$ cat src/rtl/tx_frame_sched.sv
// Two-channel round-robin frame scheduler: serialises 16-bit codewords LSB-first,
// one bit per SYM_PERIOD cycles, with an optional idle gap after each frame.
module tx_frame_sched #(
    parameter int SYM_PERIOD = 256,
    parameter int GAP_SYMS   = 1
) (
    input  logic        clk_sys,
    input  logic        reset,
    input  logic        in0_valid,
    input  logic [15:0] in0_code,
    output logic        in0_ready,
    input  logic        in1_valid,
    input  logic [15:0] in1_code,
    output logic        in1_ready,
    output logic        out_bit,
    output logic        sym_strobe,
    output logic [3:0]  bit_idx,
    output logic        tx_active,
    output logic        grant_id,
    output logic        frame_done
);

    localparam int            PW         = (SYM_PERIOD > 1) ? $clog2(SYM_PERIOD) : 1;
    localparam logic [PW-1:0] PHASE_LAST = PW'(SYM_PERIOD - 1);
    localparam logic [3:0]    GAP_LAST   = (GAP_SYMS > 0) ? 4'(GAP_SYMS - 1) : 4'd0;

    typedef enum logic [1:0] {
        ST_IDLE,
        ST_SEND,
        ST_GAP
    } state_t;

    state_t        state_reg,      state_next;
    logic [PW-1:0] phase_reg,      phase_next;
    logic [3:0]    bit_idx_reg,    bit_idx_next;
    logic [15:0]   shift_reg,      shift_next;
    logic          grant_reg,      grant_next;
    logic          last_grant_reg, last_grant_next;
    logic [3:0]    gap_cnt_reg,    gap_cnt_next;
    logic          frame_done_reg, frame_done_next;

    logic [1:0]    valid_vec;
    logic [1:0]    ready_vec;
    logic [15:0]   code_vec [2];
    logic          sel;
    logic          idle_ok;
    logic          xfer;
    logic          phase_end;

    assign valid_vec   = {in1_valid, in0_valid};
    assign code_vec[0] = in0_code;
    assign code_vec[1] = in1_code;

    // Contention goes to the channel that did not win last; a lone requester always wins.
    assign sel     = (valid_vec == 2'b11) ? ~last_grant_reg : in1_valid;
    assign idle_ok = (state_reg == ST_IDLE) && !reset;

    genvar gi;
    generate
        for (gi = 0; gi < 2; gi++) begin : g_ch
            assign ready_vec[gi] = idle_ok && valid_vec[gi] && ((gi == 1) ? sel : !sel);
        end
    endgenerate

    assign in0_ready = ready_vec[0];
    assign in1_ready = ready_vec[1];
    assign xfer      = |ready_vec;
    assign phase_end = (phase_reg == PHASE_LAST);

    always_comb begin
        state_next      = state_reg;
        phase_next      = phase_reg;
        bit_idx_next    = bit_idx_reg;
        shift_next      = shift_reg;
        grant_next      = grant_reg;
        last_grant_next = last_grant_reg;
        gap_cnt_next    = gap_cnt_reg;
        frame_done_next = 1'b0;
        case (state_reg)
            ST_IDLE: begin
                if (xfer) begin
                    shift_next      = code_vec[sel];
                    grant_next      = sel;
                    last_grant_next = sel;
                    phase_next      = '0;
                    bit_idx_next    = 4'd0;
                    state_next      = ST_SEND;
                end
            end
            ST_SEND: begin
                if (phase_end) begin
                    phase_next   = '0;
                    shift_next   = shift_reg >> 1;
                    bit_idx_next = bit_idx_reg + 4'd1;
                    if (bit_idx_reg == 4'd15) begin
                        frame_done_next = 1'b1;
                        gap_cnt_next    = 4'd0;
                        state_next      = (GAP_SYMS > 0) ? ST_GAP : ST_IDLE;
                    end
                end else begin
                    phase_next = phase_reg + PW'(1);
                end
            end
            ST_GAP: begin
                // The phase counter is reused to time each idle symbol of the gap.
                if (phase_end) begin
                    phase_next = '0;
                    if (gap_cnt_reg == GAP_LAST) begin
                        state_next = ST_IDLE;
                    end else begin
                        gap_cnt_next = gap_cnt_reg + 4'd1;
                    end
                end else begin
                    phase_next = phase_reg + PW'(1);
                end
            end
            default: begin
                state_next = ST_IDLE;
            end
        endcase
    end

    always_ff @(posedge clk_sys) begin
        if (reset) begin
            state_reg      <= ST_IDLE;
            phase_reg      <= '0;
            bit_idx_reg    <= 4'd0;
            shift_reg      <= 16'd0;
            grant_reg      <= 1'b0;
            last_grant_reg <= 1'b1;
            gap_cnt_reg    <= 4'd0;
            frame_done_reg <= 1'b0;
        end else begin
            state_reg      <= state_next;
            phase_reg      <= phase_next;
            bit_idx_reg    <= bit_idx_next;
            shift_reg      <= shift_next;
            grant_reg      <= grant_next;
            last_grant_reg <= last_grant_next;
            gap_cnt_reg    <= gap_cnt_next;
            frame_done_reg <= frame_done_next;
        end
    end

    assign tx_active  = (state_reg == ST_SEND);
    assign out_bit    = tx_active && shift_reg[0];
    assign sym_strobe = tx_active && (phase_reg == '0);
    assign bit_idx    = bit_idx_reg;
    assign grant_id   = grant_reg;
    assign frame_done = frame_done_reg;

endmodule

$ cat config.mk
export PLATFORM = sky130hd
export DESIGN_NAME = tx_frame_sched
export DESIGN_NICKNAME = d
export VERILOG_FILES = /design/src/rtl/tx_frame_sched.sv
export SDC_FILE = /design/constraint.sdc
export NUM_CORES = 1
export LEC_CHECK = 0
export BUFFER_PORTS_ARGS = -buffer_cell sky130_fd_sc_hd__buf_4
export CAP_MARGIN = 10
export CORE_MARGIN = 4
export CORE_UTILIZATION = 34
export CTS_CLUSTER_SIZE = 16
export DETAILED_ROUTE_END_ITERATION = 16
export SYNTH_ARGS = -nofsm -noshare
export SYNTH_HDL_FRONTEND = slang
export SYNTH_SLANG_ARGS = --single-unit
$ cat constraint.sdc
create_clock -name clk_sys -period 1.8 [get_ports clk_sys]
set_clock_uncertainty 0.15 [all_clocks]
set_input_delay 0.18 -clock clk_sys [delete_from_list [all_inputs] [get_ports clk_sys]]
set_output_delay 0.18 -clock clk_sys [all_outputs]
set_load 0.005 [all_outputs]
# Word level (Yosys, flattened, before mapping)
# Cells that the tools add are included.
# Widths: inputs -> output; s select.
dict set report word_totals {
  ff_bits 37
  out_inout_bits 11
  word_cells 75
}
dict set report classes {
  add_sub_neg 3
  order_cmp 1
  n_eq_ne 11
  mux 25
  n_bitwise 4
  reduce_logical 23
}
# operator count
set op_table {}
lappend op_table {{$mux 16} 5}
lappend op_table {{$pmux 16 s2} 1}
lappend op_table {{$mux 4} 6}
lappend op_table {{$mux 8} 2}
lappend op_table {{$pmux 4 s2} 2}
lappend op_table {{$pmux 8 s2} 1}
lappend op_table {{$mux 2} 5}
lappend op_table {{$reduce_and 5->1} 2}
lappend op_table {{$add 4x1->4 const B} 2}
lappend op_table {{$add 8x1->8 const B} 1}
lappend op_table {{$eq 8x8->1 const B} 1}
lappend op_table {{$logic_not 8->1} 1}
lappend op_table {{$ne 2x2->1 const B} 4}
lappend op_table {{$logic_and 1x1->1} 7}
lappend op_table {{$pmux 2 s3} 1}
lappend op_table {{$reduce_bool 2->1} 3}
lappend op_table {{$eq 2x2->1 const B} 2}
lappend op_table {{$eq 4x4->1 const B} 1}
lappend op_table {{$logic_not 4->1} 1}
lappend op_table {{$ne 2x1->1 const B} 2}
lappend op_table {{$reduce_and 2->1} 2}
lappend op_table {{$reduce_or 2->1} 2}
lappend op_table {{$not 1->1} 3}
lappend op_table {{$reduce_and 3->1} 1}
lappend op_table {{other kinds (7)} 9}

# Logic depth before layout (Yosys ltp)
# Gate-level depths: netlist of run 1.
dict set report depth {
  depth_word 8
  mapped_depth 8
  mapped_depth_nobuf 6
}

# Least setup slack after synthesis of run 1
# No wires, ideal clock.
dict set report synth_path {
  path_kind {reg2reg}
  startpoint {reg state_reg[1]}
  endpoint {reg bit_idx_reg[0], in the netlist bit_idx[0]}
  setup_time_ns 0.124
  arrival_time_ns 1.765
  t_required_ns 1.526
  setup_slack_ns -0.239
  stages_incl_launch_ff 9
  n_path_buf 3
  cell_sequence {dfxtp_1 > inv_1 > ha_1 > clkbuf_1 > clkbuf_1 > buf_1 > nor2_1 > o21ai_0 > o21ai_0}
}
# element line_no
set synth_lines {}
lappend synth_lines {{start: declaration} 33} ;# state_t state_reg, state_next;
lappend synth_lines {{start signal: assignment} 134} ;# state_reg <= state_next;
lappend synth_lines {{$eq 2x1->1 *} -}
lappend synth_lines {{named net tx_active} 18} ;# output logic tx_active,
lappend synth_lines {{$ne 2x1->1 (no line) or $reduce_bool 2->1 (tied branches)} -}
lappend synth_lines {{$reduce_and 3->1 (no line)} -}
lappend synth_lines {{end signal: assignment} 136} ;# bit_idx_reg <= bit_idx_next;
lappend synth_lines {{end: declaration} 35} ;# logic [3:0] bit_idx_reg, bit_idx_next;
# The timed path passes the listed nets; every way through them passes the cells marked *.
# A chain may end at the register's enable or synchronous reset.

# Final worst setup path of run 1
dict set report layout_path {
  startpoint {reg state_reg[1]}
  endpoint {reg bit_idx_reg[3], in the netlist bit_idx[3]}
}
dict set report layout_via {
  elab_chain_cells 7
}
# element line_no
set layout_lines {}
lappend layout_lines {{$logic_not 2->1} {56, 79}}
lappend layout_lines {{$logic_and 1x1->1} 56} ;# assign idle_ok = (state_reg == ST_IDLE) && !reset;
lappend layout_lines {{$logic_and 1x1->1 (2 in a row)} 61} ;# assign ready_vec[gi] = idle_ok && valid_vec[gi] && ((gi == 1) ? sel : !sel);
lappend layout_lines {{$reduce_or 2->1} 67} ;# assign xfer = |ready_vec;
lappend layout_lines {{$ne 2x2->1 (no line)} -}
lappend layout_lines {{$reduce_and 3->1 (no line)} -}
# Several ways; a longest one is shown, not always the timed one.

==> results of run 1 <==
## cell type report
cell class,count,area share
clock buffer,5,0.0217
sequential,37,0.236
clock inverter,3,0.00552
tap,77,0.0303
multi-input combinational,202,0.479
timing repair buffer,88,0.216
inverter,9,0.0122
## synth_stat cells, types with 2 or more instances
master      n  area, um2
a211oi_1    2       15.0
buf_2       2       10.0
o31ai_1     3       22.5
xnor2_1     3       26.3
or4_1       2       15.0
mux2_2     16        180
and2_1      3       18.8
a211o_1     2       17.5
clkbuf_1   13       48.8
dfxtp_1    37        741
o2111ai_1  15        131
nand2b_1   20        125
o31a_1      2       17.5
nor2_1     11       41.3
a21o_1      2       15.0
nand4_1     4       25.0
ha_1       10        125
nor3_1      2       10.0
nand3_1    11       55.1
nand2_1    10       37.5
o21ai_0    26        130
inv_1       9       33.8
mux2i_1     2       20.0
a2111oi_0   2       17.5
nor4_1      2       12.5
nor2b_1     5       31.3
o21a_1      2       15.0
a21oi_1    29        145
## path summary, 6_finish.rpt
kind / end / slack, ns / startpoint / cells after the start
worst max-delay path: bit_idx[3]$_SDFFE_PP0P_ / 0.01 / state_reg[1]$_SDFFE_PP0P_ / 6
worst min-delay path: last_grant_reg$_SDFFE_PP1P_ / 0.07 / in1_valid / 4
worst max register to register: bit_idx[3]$_SDFFE_PP0P_ / 0.01 / state_reg[1]$_SDFFE_PP0P_ / 6
worst min register to register: grant_id$_SDFFE_PP0P_ / 0.31 / grant_id$_SDFFE_PP0P_ / 2
## metrics by stage
step	total power, W	hold slack [ns]
4_1_cts	0.00380	0.0631
2_1_floorplan	0.00239	0.242
6_report	0.00386	0.0679
3_5_place_dp	0.00312	0.301
5_1_grt	0.00415	0.132
3_3_place_gp	0.00309	0.301
## cell families after synthesis
logic type	Yosys count	synth area share
AO/OA/AOI/OAI	93	0.273
AND/OR/NAND/NOR	78	0.200
adder cells (fa/ha/maj)	10	0.0555
multiplexers	18	0.0887
buffers and inverters	25	0.0427
flip-flops	37	0.328
XOR/XNOR	3	0.0116
## power by group
| group | total, W | internal [W] | switching, W |
|---|---|---|---|
| Clock | 0.000580 | 0.000267 | 0.000313 |
| Sequential | 0.00109 | 0.00100 | 0.0000883 |
| Combinational | 0.00218 | 0.00105 | 0.00113 |
## critical path: stages, from the launching register on
cell and delay, ns:
dfxtp_4 0.37, inv_4 0.08, ha_4 0.17, inv_4 0.05, o31a_1 0.30, or4_1 0.47
a21boi_1 0.13
## layer usage
metal	wire, um	GRT usage	vias to the layer above
met1	2870	0.204	1028
met4	55	0.0487	0
met5	0	0	-
met2	2770	0.247	36
met3	185	0.0286	7
li1	-	-	1145
## what timing repair did
action	in CTS	in global routing
gates resized for setup	7	17
setup buffers	1	5
endpoints found under the setup margin	8	21
pin swaps	5	5
hold buffers	0	0
==> flow_summary.toml, run 1 <==
[outcome]
outcome = "finished, final reports clean"

[floorplan]
dieArea_um2 = 8000
die-width_um = 89.5
core_area_um2 = 6390
dieHeight_um = 89.5
start_util = 0.353
pin_count = 47
row_count = 29

[final_layout]
multi_input_area_um2 = 1520
fin_nets = 389
layout_common_cells = "85 x buf_4, 32 x dfxtp_1, 29 x a21oi_1"
final_common_cell = "buf_4"
largest_register_ffs = 16
fillers = 618
diodes = 0
final_util = 0.497
final_cells = 421
area_growth_pct = 40.8
regArea_um2 = 749
fin_area_um2 = 3180
drive_gt1_frac = 0.401

[sta]
worstMarginPinSlew_ns = 0.470
max-slew-margin-rel = 0.686
setup_tns_ns = 0
max_freq_ghz = 0.560
hold_viol = 0
fin_crit_sh = 0.992
drv_slew = 0
setup_slack_ns = 0.0150
setup_viol = 0
grt_setup_unrepaired = "true"
period_minus_slack_ns = 1.79

[logic_synthesis]
synth.cell_area_um2 = 2260
ys_seq_area_frac = 0.328
yosys_warnings = 0
synth_edf_count = 0
netlist_instances = 264
synth_cell_types = 45
postSynthAreaPerCell_um2 = 8.55
synthFlopType = "dfxtp_1"
syn-num-nets = 310
ys_ff_latch = 37
synthArstFlopShare = 0

[detailed_routing]
vias = 2216
dr.pass1.iters = 4
drc = 0
routed_via_density = 5.26
postRouteWirelength_mm = 5.87
drt_iter0_markers = 56
wl_per_cell_um = 14.0
drtAntennaViolNets = 0

[clocking]
path_clk_slew_ns = 0.08
cts_tree = "built"
numCtsBuffers = 5
cts_buffer_depth = 2
cts_root_buf = "clkbuf_8"
clk_latency_ns = 0.29
clock-sinks = 37
cts-htree-levels = 2

[worst_setup_path]
start_kind = "flop"
end_kind = "flop"
crit_path_max_fanout = 4
worstPathRequired_ns = 1.88
cp.arrival_ns = 1.86
path_class = "reg2reg"

[power_and_ir_drop]
p_leak_nw = 1.22
cellPowerDensity_nw_per_um2 = 1210
vdd_drop_max_mv = 0.748

[placement]
placed_area_um2 = 2970
gp_congestion = 0.754
io_buffers = 46
dpl.hpwl_mm = 4.23
place_ws_ns = -0.0454
dp_cells = 407

[grt]
grt_usage = 0.152
grt_pass1_vias = 2150
grt_max_degree = 38
grt_pass1_wl_mm = 9.72
antenna_found_initial = 0
gr-total-overflow = 0

[job]
drv_cap = 0

[min_path]
hold_path.class = "in2reg"
(Power assumes the default switching activity.)
==> inputs of run 2 (changes only) <==
--- a/config.mk
+++ b/config.mk
@@ -11,6 +11,7 @@
 export CORE_UTILIZATION = 34
 export CTS_CLUSTER_SIZE = 16
 export DETAILED_ROUTE_END_ITERATION = 16
+export SETUP_SLACK_MARGIN = 0.3
 export SYNTH_ARGS = -nofsm -noshare
 export SYNTH_HDL_FRONTEND = slang
 export SYNTH_SLANG_ARGS = --single-unit
==> run 2 against run 1 <==
Critical path type unchanged. Combinational power up 38%. Wire length up 13%. Highest routed layer unchanged. Clock power up 40%.
==> flow_summary.toml, run 2 (synthesized netlist as in run 1, its figures left out) <==
[sta]
period_minus_slack_ns = 1.78
drv_slew = 0
setup_viol = 0
setup_slack_ns = 0.0155
worstMarginPinSlew_ns = 0.448
fin_crit_sh = 0.991
grt_setup_unrepaired = "true"
max-slew-margin-rel = 0.701
hold_viol = 0
max_freq_ghz = 0.560

[worst_setup_path]
worstPathRequired_ns = 1.88
start_kind = "flop"
path_cells = "ha_4, nand3_4, o31a_1, or4_1, a21boi_1"
crit_path_max_incr_delay_ns = 0.43
crit_path_max_fanout = 6
cp.arrival_ns = 1.87
path_class = "reg2reg"
slowest_stage = "or4_1"
end_kind = "flop"

[clocking]
cts-htree-levels = 2
clock-sinks = 37
cts_buffer_depth = 2
path_clk_slew_ns = 0.08
hold_buffers = 0
clk_latency_ns = 0.30
cts_tree = "built"
cts_root_buf = "clkbuf_8"
numCtsBuffers = 5

[detailed_routing]
postRouteWirelength_mm = 6.62
dr.pass1.iters = 5
drt_iter0_markers = 92
routed_via_density = 5.39
drc = 0
drtAntennaViolNets = 0
vias = 2349
wl_per_cell_um = 15.2

[placement]
placed_area_um2 = 3000
io_buffers = 46
place_ws_ns = 0.000757
dp_cells = 400
dpl.hpwl_mm = 4.21
gp_congestion = 0.787

[floorplan]
dieArea_um2 = 8000
start_util = 0.353
row_count = 29
pin_count = 47
dieHeight_um = 89.5
die-width_um = 89.5
core_area_um2 = 6390

[min_path]
hold_path.class = "in2reg"

[grt]
grt_pass1_wl_mm = 10.6
grt_pass1_vias = 2187
grt_usage = 0.169
gr-total-overflow = 0
grt_max_degree = 38
antenna_found_initial = 0

[final_layout]
area_growth_pct = 61.5
final_cells = 436
diodes = 0
largest_register_ffs = 16
fin_nets = 404
fin_area_um2 = 3640
final_common_cell = "buf_4"
layout_common_cells = "86 x buf_4, 28 x dfxtp_1, 23 x a21oi_1"
drive_gt1_frac = 0.510
fillers = 550

[job]
drv_cap = 0

[power_and_ir_drop]
cellPowerDensity_nw_per_um2 = 1360
p_leak_nw = 1.38
vdd_drop_max_mv = 0.669

[outcome]
outcome = "finished, final reports clean"
## run 2: metal layers
layer | part of all wire | wire length (um) | vias up | track usage
met5 | 0 | 0 | - | 0
met4 | 0.0082 | 54 | 0 | 0.0379
met3 | 0.054 | 355 | 8 | 0.0406
met2 | 0.49 | 3250 | 65 | 0.271
met1 | 0.45 | 2960 | 1102 | 0.230
li1 | - | - | 1174 | -
## run 2: worst paths after layout
check | end | cells after the start | slack, ns | from
max reg2reg | bit_idx[3]$_SDFFE_PP0P_ | 5 | 0.02 | phase_reg[0]$_SDFFE_PP0P_
max | bit_idx[3]$_SDFFE_PP0P_ | 5 | 0.02 | phase_reg[0]$_SDFFE_PP0P_
min reg2reg | grant_id$_SDFFE_PP0P_ | 2 | 0.31 | grant_id$_SDFFE_PP0P_
min | last_grant_reg$_SDFFE_PP1P_ | 3 | 0.09 | in0_valid
## run 2: worst max-delay path: cells and delay by family, from the launching register on
| family | cells | cell delay [ns] |
|---|---|---|
| compound gates | 2 | 0.52 |
| simple gates | 2 | 0.55 |
| fa+ha+maj | 1 | 0.14 |
| flops | 1 | 0.37 |
## run 2: what timing repair did
action | 4_1_cts | 5_1_grt
gates resized for setup | 38 | 45
setup buffers | 16 | 9
endpoints found under the setup margin | 40 | 39
pin swaps | 18 | 10
endpoints found under the hold margin | 0 | 0
cloned | 3 | 0
## run 2: report_power, final
| part | internal [W] | switching (W) |
|---|---|---|
| clock | 0.000495 | 0.000317 |
| sequential | 0.00101 | 0.000104 |
| combinational | 0.00154 | 0.00147 |
| total | 0.00305 | 0.00189 |
## run 2: through the flow
| stage | TNS, ns | hold WS (ns) | total power (W) | utilization |
|---|---|---|---|---|
| floorplan | 0 | 0.242 | 0.00256 | - |
| finish | 0 | 0.0942 | 0.00494 | 0.571 |
| CTS | 0 | 0.0893 | 0.00460 | 0.536 |
| detailed placement | 0 | 0.301 | 0.00315 | 0.470 |
| global placement | 0 | 0.301 | 0.00313 | 0.470 |
| global route | -0.589 | 0.0917 | 0.00527 | 0.571 |
## run 2: area by class of cell
cell class                 count  area, um2  area share
clock buffer                   6       93.8      0.0258
clock inverter                 2       35.0     0.00962
inverter                       9       43.8      0.0120
multi-input combinational    202       1730       0.476
sequential                    37        762       0.209
tap                           77       96.3      0.0264
timing repair buffer         103        880       0.241
==> inputs of run 3 (changes only) <==
--- a/config.mk
+++ b/config.mk
@@ -7,10 +7,14 @@
 export LEC_CHECK = 0
 export BUFFER_PORTS_ARGS = -buffer_cell sky130_fd_sc_hd__buf_4
 export CAP_MARGIN = 10
+export CELL_PAD_IN_SITES_DETAIL_PLACEMENT = 0
+export CELL_PAD_IN_SITES_GLOBAL_PLACEMENT = 2
 export CORE_MARGIN = 4
-export CORE_UTILIZATION = 34
+export CORE_UTILIZATION = 29
 export CTS_CLUSTER_SIZE = 16
 export DETAILED_ROUTE_END_ITERATION = 16
+export PLACE_DENSITY_LB_ADDON = 0.1
+export RECOVER_POWER = 25
 export SETUP_SLACK_MARGIN = 0.3
 export SYNTH_ARGS = -nofsm -noshare
 export SYNTH_HDL_FRONTEND = slang
==> run 3 against run 2 <==
Design area up 4.4%. Count of clock-buffer cells in the layout unchanged. Worst hold slack worse by 0.011 ns. Sequential share of layout area down 0.92 points. Sequential power about the same. Critical path depth up 1. Total power up 0.86%. Non-clock buffer count up 10. Register-to-register slack about the same. Combinational power up 9.0%. Critical endpoint is now state_reg[1]$_SDFFE_PP0P_.
==> flow_summary.toml, run 3 (synthesized netlist as in run 1, its figures left out) <==
[sta]
max-slew-margin-rel = 0.701
drv_slew = 0
period_minus_slack_ns = 1.78
grt_setup_unrepaired = "true"
setup_tns_ns = 0
max_freq_ghz = 0.562
worstMarginPinSlew_ns = 0.449
setup_viol = 0
fin_crit_sh = 0.989
setup_slack_ns = 0.0203
hold_viol = 0

[worst_setup_path]
worstPathRequired_ns = 1.86
cp.arrival_ns = 1.84
rr_worst_depth = 6
crit_path_max_fanout = 4
end_kind = "flop"
start_kind = "flop"
path_class = "reg2reg"

[placement]
dp_cells = 428
gp_congestion = 0.749
io_buffers = 46
place_ws_ns = 0.0379
dpl.hpwl_mm = 4.45
placed_area_um2 = 3090

[detailed_routing]
drtAntennaViolNets = 0
vias = 2350
drc = 0
dr.pass1.iters = 4
postRouteWirelength_mm = 6.77
drt_iter0_markers = 70
routed_via_density = 5.02
wl_per_cell_um = 14.5

[final_layout]
fin_area_um2 = 3800
fin_nets = 414
diodes = 0
area_growth_pct = 68.7
final_cells = 468
largest_register_ffs = 16
drive_gt1_frac = 0.520
final_common_cell = "buf_4"
layout_common_cells = "76 x buf_4, 29 x dfxtp_1, 25 x buf_6"

[floorplan]
dieArea_um2 = 9250
dieHeight_um = 96.2
row_count = 31
pin_count = 47
start_util = 0.305
core_area_um2 = 7410
die-width_um = 96.2

[clocking]
path_clk_slew_ns = 0.08
clk_latency_ns = 0.29
hold_buffers = 0
cts_buffer_depth = 2
cts_root_buf = "clkbuf_8"
numCtsBuffers = 5
clock-sinks = 37
cts-htree-levels = 2
cts_tree = "built"

[grt]
grt_usage = 0.152
gr-total-overflow = 0
grt_pass1_wl_mm = 11.1
antenna_found_initial = 0
grt_max_degree = 38
grt_pass1_vias = 2262

[power_and_ir_drop]
p_leak_nw = 1.42
cellPowerDensity_nw_per_um2 = 1310
vdd_drop_max_mv = 0.526

[outcome]
outcome = "finished, final reports clean"

[job]
drv_cap = 0

[min_path]
min_path_cells = 3
hold_path.class = "in2reg"
==> run 3: cell types whose count changed in the layout (fill, tap and decap cells not counted), sizes merged <==
cell,change
clkbuf,+6
bufinv,-1
buf,+4
clkinv,+1
==> run 3: critical path: stages (launching register included) <==
cell	delay [ns]
dfxtp_4	0.36
buf_6	0.12
ha_4	0.16
buf_4	0.14
buf_6	0.11
a2111oi_4	0.40
mux2i_1	0.25
==> run 3: timing repair <==
item	4_1_cts	5_1_grt
pin swaps	19	29
endpoints found under the setup margin	40	40
cloned	0	1
endpoints found under the hold margin	0	0
resized for setup	50	41
setup buffers	20	11
==> run 3: cell type report <==
| class | instances | area (um2) |
|---|---|---|
| multi-input combinational | 202 | 1780 |
| clock buffer | 6 | 72.6 |
| inverter | 9 | 41.3 |
| clock inverter | 2 | 10.0 |
| tap | 99 | 124 |
| sequential | 37 | 761 |
| timing repair buffer | 113 | 1010 |
| fill | 690 | 3600 |
==> run 3: metrics by stage <==
step / hold slack, ns / power [W] / utilization
detailed placement: 0.303 / 0.00326 / 0.417
global placement: 0.305 / 0.00326 / 0.417
global route: 0.0849 / 0.00536 / 0.514
finish: 0.0833 / 0.00498 / 0.514
floorplan: 0.242 / 0.00256 / -
CTS: 0.0911 / 0.00442 / 0.474
==> run 3: power by group <==
part | internal, W | switching (W)
Clock | 0.000269 | 0.000319
Combinational | 0.00175 | 0.00153
Sequential | 0.00101 | 0.000101
==> run 3: worst paths after layout <==
check,start,end,slack [ns]
setup / recovery,state_reg[1]$_SDFFE_PP0P_,state_reg[1]$_SDFFE_PP0P_,0.02
setup reg to reg,state_reg[1]$_SDFFE_PP0P_,state_reg[1]$_SDFFE_PP0P_,0.02
hold reg to reg,grant_id$_SDFFE_PP0P_,grant_id$_SDFFE_PP0P_,0.31
hold / removal,in0_valid,last_grant_reg$_SDFFE_PP1P_,0.08
==> run 3: per-layer routing <==
metal  up-vias  global-route usage  wire (um)
li1       1185                   -          -
met1      1113               0.208       3220
met2        45               0.240       3170
met3         7              0.0289        307
met4         0              0.0438         74
met5         -                   0          0
